==> config.mk <==
export PLATFORM = sky130hd
export DESIGN_NAME = conv_row_scheduler
export DESIGN_NICKNAME = d
export VERILOG_FILES = /design/src/rtl/conv_row_scheduler.sv
export SDC_FILE = /design/constraint.sdc
export NUM_CORES = 1
export LEC_CHECK = 0
export CORE_MARGIN = 1
export CORE_UTILIZATION = 40
export CTS_BUF_LIST = sky130_fd_sc_hd__clkbuf_8
export DETAILED_ROUTE_END_ITERATION = 8
export GPL_TIMING_DRIVEN = 0
export PLACE_DENSITY = 0.78
export SLEW_MARGIN = 10
export SYNTH_ARGS = -nofsm -noshare
export SYNTH_HDL_FRONTEND = slang
export SYNTH_SLANG_ARGS = --single-unit
==> constraint.sdc <==
create_clock -name clk -period 2.4 [get_ports clk]
set_input_delay 0.36 -clock clk [delete_from_list [all_inputs] [get_ports clk]]
set_output_delay 0.36 -clock clk [all_outputs]
set_load 0.02 [all_outputs]
==> src/rtl/conv_row_scheduler.sv <==
// conv_row_scheduler: row sequencer for a 3x3 convolution engine.
// Reads source rows once each from BRAM into a 3-row window (replicating the
// first row at the top edge and the last row at the bottom edge), starts one
// MAC pass per output row, and writes each result row to destination BRAM.
//
// Ports:
//   clk, reset        clock, synchronous active-high reset
//   run               level frame-start request (ignored while busy)
//   kernel/kernel_q   nine signed 8-bit coefficients / copy latched at start
//   src_en, src_addr  source-row BRAM read (1-cycle read latency)
//   win_shift/pad/dup window shift controls
//   mac_start/done    datapath handshake
//   dst_we, dst_addr  destination-row BRAM write
//   busy, done, err   status; err is the WAIT timeout flag
//
// Optional feature: define CONV_TIMEOUT_EN to abort a frame after 255 WAIT
// cycles without mac_done (err sticky until reset or next accepted run).
module conv_row_scheduler #(
  parameter int unsigned ROWS   = 128,
  parameter int unsigned ADDR_W = 7,
  localparam int unsigned KW    = 72
) (
  input  logic              clk,
  input  logic              reset,
  input  logic              run,
  input  logic [KW-1:0]     kernel,
  output logic [KW-1:0]     kernel_q,
  output logic              src_en,
  output logic [ADDR_W-1:0] src_addr,
  output logic              win_shift,
  output logic              win_pad,
  output logic              win_dup,
  output logic              mac_start,
  input  logic              mac_done,
  output logic              dst_we,
  output logic [ADDR_W-1:0] dst_addr,
  output logic              busy,
  output logic              done,
  output logic              err
);

  localparam logic [ADDR_W-1:0] LAST_ROW = ADDR_W'(ROWS - 1);

  typedef enum logic [2:0] {
    S_IDLE, S_RD, S_SH, S_MAC, S_WAIT, S_WR, S_DUP, S_DONE
  } state_e;

  state_e              state_q, state_d;
  logic [ADDR_W-1:0]   rd_row_q, rd_row_d;
  logic [ADDR_W-1:0]   out_row_q, out_row_d;
  logic                priming_q, priming_d;
  logic [KW-1:0]       kernel_d;

  logic                src_en_q, src_en_d;
  logic [ADDR_W-1:0]   src_addr_q, src_addr_d;
  logic                win_shift_q, win_shift_d;
  logic                win_pad_q, win_pad_d;
  logic                win_dup_q, win_dup_d;
  logic                mac_start_q, mac_start_d;
  logic                dst_we_q, dst_we_d;
  logic [ADDR_W-1:0]   dst_addr_q, dst_addr_d;
  logic                busy_q, busy_d;
  logic                done_q, done_d;

`ifdef CONV_TIMEOUT_EN
  localparam int unsigned TMO_W = 8;
  // Value seen on the 255th consecutive WAIT cycle.
  localparam logic [TMO_W-1:0] TMO_LAST = TMO_W'(254);
  logic [TMO_W-1:0]    tmo_q, tmo_d;
  logic                err_q, err_d;
`endif

  // Next-state, bookkeeping and registered-output decode.
  always_comb begin
    state_d   = state_q;
    rd_row_d  = rd_row_q;
    out_row_d = out_row_q;
    priming_d = priming_q;
    kernel_d  = kernel_q;
`ifdef CONV_TIMEOUT_EN
    tmo_d     = tmo_q;
    err_d     = err_q;
`endif

    unique case (state_q)
      S_IDLE: begin
        if (run) begin
          state_d   = S_RD;
          rd_row_d  = '0;
          out_row_d = '0;
          priming_d = 1'b1;
          kernel_d  = kernel;
`ifdef CONV_TIMEOUT_EN
          err_d     = 1'b0;
`endif
        end
      end
      S_RD:  state_d = S_SH;
      S_SH: begin
        // Priming loads row 0 (padded) and then row 1 before the first MAC.
        if (priming_q) begin
          priming_d = 1'b0;
          rd_row_d  = ADDR_W'(1);
          state_d   = S_RD;
        end else begin
          state_d = S_MAC;
        end
      end
      S_MAC: begin
        state_d = S_WAIT;
`ifdef CONV_TIMEOUT_EN
        tmo_d   = '0;
`endif
      end
      S_WAIT: begin
        if (mac_done) begin
          state_d = S_WR;
        end
`ifdef CONV_TIMEOUT_EN
        else if (tmo_q == TMO_LAST) begin
          err_d   = 1'b1;
          state_d = S_IDLE;
        end else begin
          tmo_d = tmo_q + TMO_W'(1);
        end
`endif
      end
      S_WR: begin
        if (out_row_q == LAST_ROW) begin
          state_d = S_DONE;
        end else begin
          out_row_d = out_row_q + ADDR_W'(1);
          // Last output row has no row below it: replicate instead of reading.
          if (out_row_d == LAST_ROW) begin
            state_d = S_DUP;
          end else begin
            rd_row_d = out_row_q + ADDR_W'(2);
            state_d  = S_RD;
          end
        end
      end
      S_DUP:  state_d = S_MAC;
      S_DONE: if (!run) state_d = S_IDLE;
      default: state_d = S_IDLE;
    endcase

    src_en_d    = (state_d == S_RD);
    src_addr_d  = (state_d == S_RD) ? rd_row_d : '0;
    win_shift_d = (state_d == S_SH) || (state_d == S_DUP);
    win_pad_d   = (state_d == S_SH) && priming_d;
    win_dup_d   = (state_d == S_DUP);
    mac_start_d = (state_d == S_MAC);
    dst_we_d    = (state_d == S_WR);
    dst_addr_d  = (state_d == S_WR) ? out_row_d : '0;
    busy_d      = (state_d != S_IDLE) && (state_d != S_DONE);
    done_d      = (state_d == S_DONE);
  end

  // State, bookkeeping and output registers.
  always_ff @(posedge clk) begin
    if (reset) begin
      state_q     <= S_IDLE;
      rd_row_q    <= '0;
      out_row_q   <= '0;
      priming_q   <= 1'b0;
      kernel_q    <= '0;
      src_en_q    <= 1'b0;
      src_addr_q  <= '0;
      win_shift_q <= 1'b0;
      win_pad_q   <= 1'b0;
      win_dup_q   <= 1'b0;
      mac_start_q <= 1'b0;
      dst_we_q    <= 1'b0;
      dst_addr_q  <= '0;
      busy_q      <= 1'b0;
      done_q      <= 1'b0;
`ifdef CONV_TIMEOUT_EN
      tmo_q       <= '0;
      err_q       <= 1'b0;
`endif
    end else begin
      state_q     <= state_d;
      rd_row_q    <= rd_row_d;
      out_row_q   <= out_row_d;
      priming_q   <= priming_d;
      kernel_q    <= kernel_d;
      src_en_q    <= src_en_d;
      src_addr_q  <= src_addr_d;
      win_shift_q <= win_shift_d;
      win_pad_q   <= win_pad_d;
      win_dup_q   <= win_dup_d;
      mac_start_q <= mac_start_d;
      dst_we_q    <= dst_we_d;
      dst_addr_q  <= dst_addr_d;
      busy_q      <= busy_d;
      done_q      <= done_d;
`ifdef CONV_TIMEOUT_EN
      tmo_q       <= tmo_d;
      err_q       <= err_d;
`endif
    end
  end

  assign src_en    = src_en_q;
  assign src_addr  = src_addr_q;
  assign win_shift = win_shift_q;
  assign win_pad   = win_pad_q;
  assign win_dup   = win_dup_q;
  assign mac_start = mac_start_q;
  assign dst_we    = dst_we_q;
  assign dst_addr  = dst_addr_q;
  assign busy      = busy_q;
  assign done      = done_q;
`ifdef CONV_TIMEOUT_EN
  assign err       = err_q;
`else
  assign err       = 1'b0;
`endif

endmodule

## Yosys cells after proc, flatten, opt, wreduce, memory -nomap -nowiden

Index checks and enable logic that the tools add are counted.
Widths: inputs -> output; s select.

- Register bits after elaboration: 112
- Input port bits: 76
- Output and inout bits: 95
- Word-level logic and storage cells: 60

- $add $sub $neg: 2
- Equal/unequal tests: 16
- Mux-type cells: 17
- Bitwise gates (word level): 2
- Reductions and logical operators: 8

Operator list:

| kind | number |
|---|---|
| $mux 7 | 6 |
| $pmux 3 s8 | 1 |
| $eq 3x3->1 const B | 7 |
| $pmux 7 s3 | 1 |
| $mux 3 | 5 |
| $eq 7x7->1 const B | 2 |
| $pmux 7 s2 | 1 |
| $eq 3x2->1 const B | 4 |
| $add 7x1->7 const B | 1 |
| $add 7x2->7 const B | 1 |
| $eq 3x1->1 const B | 2 |
| $reduce_or 2->1 | 2 |
| $logic_not 3->1 | 1 |
| $ne 3x3->1 const B | 1 |
| $reduce_bool 3->1 | 1 |
| $logic_and 1x1->1 | 2 |
| $mux 2 | 1 |
| $not 1->1 | 2 |
| $pmux 1 s2 | 1 |
| $reduce_and 2->1 | 1 |
| $logic_or 1x1->1 | 1 |
| $mux 1 | 1 |

## Longest topological paths before layout

Gate-level depths: netlist of the first run.

- Depth after elaboration: 8
- Mapped depth: 7
- Mapped depth without buffers: 6

## Worst setup path before layout of the first run

OpenSTA, ideal clock, no wires.

- Path type: register to register
- Start: register out_row_q[2]
- End: register mac_start_q (netlist: mac_start)
- Setup time: 0.115 ns
- Arrival: 1.781 ns
- Required time: 2.285 ns
- Path slack: 0.503 ns
- Cell stages (with the launch flop): 7
- Path buffers: 0
- Period minus slack after synthesis: 1.897 ns
- Cell sequence: dfxtp_1 > ha_1 > and3b_1 > o2111ai_2 > a221o_1 > and2_4 > and3_1

- Cells in the longest elaborated chain, start to end: 6
- Elaborated cells between the ends (all ways): 7
- Classes of those cells: 1 x add/sub; 3 x eq/ne; 3 x mux

Ends and longest elaborated chain:

| element | line | text |
|---|---|---|
| from (decl) | 50 | `logic [ADDR_W-1:0] out_row_q, out_row_d;` |
| from (signal assigned) | 184 | `out_row_q <= out_row_d;` |
| $add 7x1->7 | 132 | `out_row_d = out_row_q + ADDR_W'(1);` |
| $eq 7x7->1 | 134 | `if (out_row_d == LAST_ROW) begin` |
| $mux 3 | 134 |  |
| $mux 3 * | 129 | `if (out_row_q == LAST_ROW) begin` |
| $pmux 3 s8 * | 85 | `unique case (state_q)` |
| $eq 3x2->1 * | 152 | `mac_start_d = (state_d == S_MAC);` |
| to (signal assigned) | 192 | `mac_start_q <= mac_start_d;` |
| to (decl) | 59 | `logic mac_start_q, mac_start_d;` |

Every way passes the cells marked *; elsewhere a longest branch is shown, timed or not.
A chain may end at the register's enable or synchronous reset.

## Worst setup path in the final report of the first run

- Start: register out_row_q[1]
- End: register dst_addr_q[4] (netlist: dst_addr[4])

- Cells in the longest elaborated chain, start to end: 8
- Elaborated cells between the ends (all ways): 11
- Classes of those cells: 1 x add/sub; 3 x eq/ne; 5 x mux; 1 x bitwise; 1 x reduce/logical

Ends and longest elaborated chain:

| element | line | text |
|---|---|---|
| $add 7x1->7 | 132 |  |
| $eq 7x7->1 | 134 |  |
| $mux 3 | 134 |  |
| $mux 3 | 129 |  |
| $pmux 3 s8 | 85 |  |
| $eq 3x3->1 | 154 | `dst_addr_d = (state_d == S_WR) ? out_row_d : '0;` |
| $not 1->1 (no line) | -- |  |
| $reduce_or 2->1 (no line) | -- |  |
| to (signal assigned) | 194 | `dst_addr_q <= dst_addr_d;` |
| to (decl) | 61 | `logic [ADDR_W-1:0] dst_addr_q, dst_addr_d;` |

Several ways; a longest one is shown, not always the timed one.

==> results of run 1 <==
## routing by layer
layer | vias up | global-route usage [%]
li1 | 2004 | -
met1 | 1856 | 24.7
met2 | 133 | 36.1
met3 | 16 | 4.91
met4 | 0 | 6.63
met5 | - | 0
## Yosys cell counts (2+ instances only)
cell type / instances / area, sq um
dfxtp_1: 112 / 2240
nor3b_1: 2 / 15.0
o211ai_1: 4 / 30.0
o2111ai_2: 2 / 30.0
nand4_1: 2 / 12.5
a31oi_1: 3 / 18.8
nand2_1: 158 / 593
and3b_1: 2 / 17.5
mux2i_1: 2 / 20.0
o21a_1: 2 / 15.0
buf_2: 15 / 75.1
nor2_1: 31 / 116
nand3_1: 6 / 30.0
xnor2_1: 3 / 26.3
a21oi_1: 76 / 380
nor2b_1: 3 / 18.8
clkbuf_1: 18 / 67.6
o21ai_0: 4 / 20.0
mux2_2: 4 / 45.0
nor3_1: 9 / 45.0
nand3b_1: 2 / 15.0
a21o_1: 2 / 15.0
buf_4: 2 / 15.0
inv_1: 5 / 18.8
xor2_1: 2 / 17.5
a211oi_1: 3 / 22.5
a21boi_0: 2 / 15.0
ha_1: 3 / 37.5
## per-stage QoR
stage                     setup slack, ps  util, %  cell area (sq um)  cells
after global routing                 15.4     62.4               6180    815
after detailed placement              172     60.4               5980    800
final                                94.9     62.4               6180    815
after CTS                             154     62.4               6180    815
after global placement                226     60.4               5980    800
after floorplan                       503        -               4150    500
## flip-flops by register name, summed over array words and instances (netlist names), 3 cells and up
signal	count
rd_row_q	7
kernel_q	72
dst_addr	7
src_addr	7
out_row_q	7
state_q	3
## logic make-up after synthesis
kind of cell / Yosys count / synth area share [%]
xor gates and xnor gates: 5 / 1.06
AOI/OAI and AO/OA: 108 / 15.4
other: 1 / 0.0905
muxes: 6 / 1.57
DFF: 112 / 54.1
and+or+nand+nor: 225 / 22.6
buffers and inverters: 40 / 4.26
adders and majority gates: 3 / 0.906
## how the worst max path moves through the flow
stage                            start                      to  slack, ps  cells after the start
4_1_cts        out_row_q[1]$_SDFF_PP0_  dst_addr[4]$_SDFF_PP0_        150                      6
3_3_place_gp   out_row_q[1]$_SDFF_PP0_  dst_addr[4]$_SDFF_PP0_        230                      6
2_1_floorplan  out_row_q[2]$_SDFF_PP0_    mac_start$_SDFF_PP0_        500                      6
6_report       out_row_q[1]$_SDFF_PP0_  dst_addr[4]$_SDFF_PP0_         90                      6
3_5_place_dp   out_row_q[1]$_SDFF_PP0_  dst_addr[4]$_SDFF_PP0_        170                      6
5_1_grt        out_row_q[0]$_SDFF_PP0_  src_addr[0]$_SDFF_PP0_         20                      6
## layout make-up
cell class	instances	area share, %
inverters	5	0.303
multi-input cells	348	27.9
plain buffers	35	2.55
well taps	133	2.69
clock buffers	10	2.23
flip-flops and latches	112	36.3
repair buffers	167	27.0
clock inverters	5	1.03
## worst max-delay path: cells and delay by family (launching register included)
family                     cells  cell delay [ps]
DFF                            1              480
and+or+nand+nor                2              410
adders and majority gates      1              330
AOI/OAI and AO/OA              3              950
## report_power, final
group / switching, uW / leakage [uW] / internal (uW)
Combinational: 453 / 0.00125 / 393
Sequential: 55.8 / 0.000914 / 1970
Clock: 630 / 0.000105 / 518
==> results.json, run 1 <==
{
  "status": "finished clean",
  "grtUsageTotal_pct": 20.6,
  "finalPower_uw": 4020,
  "slew_viol_final": 0,
  "finalSetupViolCount": 0,
  "synth_edf_count": 0,
  "routedLengthMet1_mm": 4.89,
  "path_class": "register to register",
  "slowest_delay_ps": 510,
  "wl_per_cell_um": 13.9,
  "p_per_area_nw_per_um2": 650,
  "dr_wl_met2_mm": 5.46,
  "die_w_um": 104,
  "cts_hold_buffers": 0,
  "ant_nets": 0,
  "coreArea_sq_um": 9910,
  "dpl.hpwl_mm": 8.57,
  "multiInputGateArea_sq_um": 1730,
  "numCtsBuffers": 9,
  "die_y_um": 104,
  "cts_setup_buffers": 0,
  "min_from": "kernel_q[28]$_SDFFE_PP0P_",
  "async_flop_share_pct": 0,
  "highest_layer": "met4",
  "finalClockSkew_ps": 18.3,
  "via_per_inst": 4.92,
  "synth_ff_type": "dfxtp_1",
  "htreeDepth": 3,
  "reg2regPathDepth": 6,
  "clockRootBuffer": "clkbuf_8",
  "drt-pass1-iter-count": 4,
  "gp_routability_congestion": 0.871,
  "ys_ff_latch": 112,
  "area_growth_pct": 49.2,
  "ioPinCount": 171,
  "r2r_end": "dst_addr[4]$_SDFF_PP0_",
  "rsz0062_at_grt": "no",
  "netlist_area_sq_um": 4150,
  "hold_depth": 2,
  "crit_path_end_kind": "register",
  "start_kind": "register",
  "syn_avg_cell_area_sq_um": 8.29,
  "grt-ovfl-total": 0,
  "synthDistinctLibCells": 49,
  "power_leakage_uw": 0.00227,
  "final_cell_mix": "clkdlybuf4s50_1 (167), nand2_1 (158), dfxtp_1 (112)",
  "grt_pass1_wl_mm": 18.2,
  "clk_latency_ps": 360,
  "hold_viol": 0,
  "finalWirelength_mm": 11.3,
  "dr.first_iter.drc_count": 187,
  "layout_min_cycle_time_ps": 2310,
  "syn_nets": 579,
  "clock_sinks": 112,
  "route.detailed.drc": 0,
  "routed-via-count": 4009,
  "fin_setup_tns_ps": 0,
  "antenna_found_initial": 0,
  "fmax_ghz": 0.434,
  "nets": 757,
  "worstMarginPinSlew_ps": 595,
  "synthCells": 500,
  "ys_seq_area_share_pct": 54.1,
  "arrival_ps": 2530,
  "grt_max_degree": 19,
  "dieArea_sq_um": 10800,
  "yosys_warnings": 0,
  "hold_slack_ps": 457,
  "r2r-start": "out_row_q[1]$_SDFF_PP0_",
  "cts.repair.resized": 0,
  "path_max_fanout": 9,
  "first_global_vias": 3946,
  "met3_length_um": 784,
  "slowest_stage": "a221o_1",
  "portBuffers": 167,
  "layout_commonest_cell": "clkdlybuf4s50_1",
  "path_clk_slew_ps": 110,
  "slew_headroom_pct": 60.3,
  "cts_tree": "yes",
  "hp-class": "register to register",
  "seqCellArea_sq_um": 2240,
  "diodes": 0,
  "fill_cells": 881,
  "rrSetupSlack_ps": 90,
  "cts_max_path_buffers": 2,
  "vdd_drop_max_v": 0.000428,
  "cp.required_ps": 2620,
  "initial_utilization_pct": 41.8,
  "drive_gt1_share_pct": 6.60,
  "crit_chain": "ha_1 > and3b_1 > o2111ai_2 > a221o_1 > o211ai_2 > nor3_1",
  "post-route-period-util_pct": 96.0,
  "rows": 36,
  "holdPathEnd": "kernel_q[28]$_SDFFE_PP0P_",
  "cap_violations": 0
}
No activity file was read; power rests on OpenSTA's default activity.
==> run 2: changes to the inputs <==
Settings changed: CORE_UTILIZATION 40 to 44, PLACE_DENSITY 0.78 to 0.85.
==> run 2 against run 1 <==
Effect of this change:
- sequential share of layout area increased by 0.051 points
- via count up 1.4%
- final cell count fell by 2.6%
- core utilization up 4.7 points
- register-to-register slack gained 50 ps
- hold slack about the same
- cell area is 0.14% lower
- clock skew shrank 4.5 ps
- critical endpoint is now dst_addr[6]$_SDFF_PP0_
- largest power group unchanged
==> results.json, run 2 (synthesis results as in run 1) <==
{
  "hp-class": "register to register",
  "layout_commonest_cell": "clkdlybuf4s50_1",
  "htreeDepth": 3,
  "seqCellArea_sq_um": 2240,
  "vdd_drop_max_v": 0.000466,
  "diodes": 0,
  "grtUsageTotal_pct": 22.8,
  "ioPinCount": 171,
  "rows": 35,
  "cap_violations": 0,
  "status": "finished clean",
  "drive_gt1_share_pct": 6.88,
  "die_w_um": 99.1,
  "first_global_vias": 3884,
  "area_growth_pct": 49.0,
  "portBuffers": 167,
  "finalWirelength_mm": 11.2,
  "finalSetupViolCount": 0,
  "arrival_ps": 2530,
  "hold_viol": 0,
  "nets": 757,
  "coreArea_sq_um": 9200,
  "path_class": "register to register",
  "worstMarginPinSlew_ps": 553,
  "path_clk_slew_ps": 100,
  "fin_ws_ps": 145,
  "fmax_ghz": 0.443,
  "cts_tree": "yes",
  "cts_max_path_buffers": 2,
  "grt_max_degree": 19,
  "path_max_fanout": 9,
  "post-route-period-util_pct": 94.0,
  "routed-via-count": 4064,
  "rsz0062_at_grt": "no",
  "grt_pass1_wl_mm": 17.9,
  "cts_hold_buffers": 0,
  "initial_utilization_pct": 45.1,
  "slew_viol_final": 0,
  "p_per_area_nw_per_um2": 654,
  "dr.first_iter.drc_count": 178,
  "route.detailed.drc": 0,
  "gp_routability_congestion": 0.916,
  "largest_register_ffs": 72,
  "cp.required_ps": 2670,
  "crit_path_end_kind": "register",
  "ant_nets": 0,
  "largest-register": "kernel_q",
  "finalClockSkew_ps": 13.9,
  "wl_per_cell_um": 14.2,
  "dieArea_sq_um": 9810,
  "crit_chain": "ha_1 > nand3_1 > or2_1 > a31oi_1 > o211ai_2 > nor3_1",
  "path_buf_inv": 0,
  "start_kind": "register",
  "clockRootBuffer": "clkbuf_8",
  "fill_cells": 743,
  "fin_setup_tns_ps": 0,
  "cp_top_family": "simple AND/OR/NAND/NOR gates",
  "slowest_stage": "dfxtp_1",
  "via_per_inst": 5.12,
  "layout_min_cycle_time_ps": 2260,
  "final_cell_mix": "clkdlybuf4s50_1 (167), nand2_1 (158), dfxtp_1 (112)",
  "dpl.hpwl_mm": 8.37,
  "multiInputGateArea_sq_um": 1730,
  "die_y_um": 99.1,
  "power_leakage_uw": 0.00227,
  "drt-pass1-iter-count": 5,
  "clock_sinks": 112,
  "slowest_delay_ps": 470,
  "slew_headroom_pct": 63.1,
  "grt-ovfl-total": 0,
  "place_ws_ps": 215,
  "antenna_found_initial": 0,
  "clk_latency_ps": 360,
  "numCtsBuffers": 9
}
run 2: changes by cell type in the layout (fill, tap and decap cells not counted), sizes merged:
cell / previous run / this run
inv: 7 / 6
clkinvlp: 0 / 1
clkbuf: 28 / 29
run 2: cell type report:
type	instances	share of cell area (%)
clock inverters	5	1.03
well taps	111	2.25
flip-flops and latches	112	36.3
clock buffers	11	2.45
repair buffers	167	27.1
inverters	5	0.304
plain buffers	35	2.55
multi-input cells	348	28.0
run 2: power breakdown:
part | internal, uW | switching, uW
clock | 548 | 619
combinational | 393 | 457
sequential | 1970 | 55.1
run 2: routing by layer:
layer | vias to the layer above | wire length [um] | global-route usage [%]
met2 | 165 | 5590 | 39.9
met1 | 1881 | 4640 | 27.2
met3 | 12 | 872 | 5.60
met5 | - | 0 | 0
met4 | 0 | 150 | 7.92
li1 | 2006 | - | -
run 2: worst paths after layout:
path	from	end	slack (ps)	cells past startpoint
max	out_row_q[0]$_SDFF_PP0_	dst_addr[6]$_SDFF_PP0_	140	6
min	kernel_q[23]$_SDFFE_PP0P_	kernel_q[23]$_SDFFE_PP0P_	460	2
max reg2reg	out_row_q[0]$_SDFF_PP0_	dst_addr[6]$_SDFF_PP0_	140	6
min reg2reg	kernel_q[23]$_SDFFE_PP0P_	kernel_q[23]$_SDFFE_PP0P_	460	2
run 2: repair_timing:
action,in CTS,in global routing
setup buffers,0,0
gates resized for setup,0,1
endpoints found under the setup margin,0,1
run 2: stage by stage:
step	power, uW	std cells	utilization [%]	hold slack (ps)	instance area (sq um)
floorplan	2490	500	-	496	4150
global placement	2890	778	64.8	441	5960
detailed placement	2920	778	64.8	447	5960
CTS	4070	794	67.1	452	6170
global route	4240	794	67.2	474	6180
finish	4040	794	67.2	457	6180
run 2: worst register-to-register path: cells and delay by family, from the launching register on:
kind / cells / cell delay [ps]
simple gates: 3 / 860
compound gates: 2 / 580
flops: 1 / 470
fa+ha+maj: 1 / 270
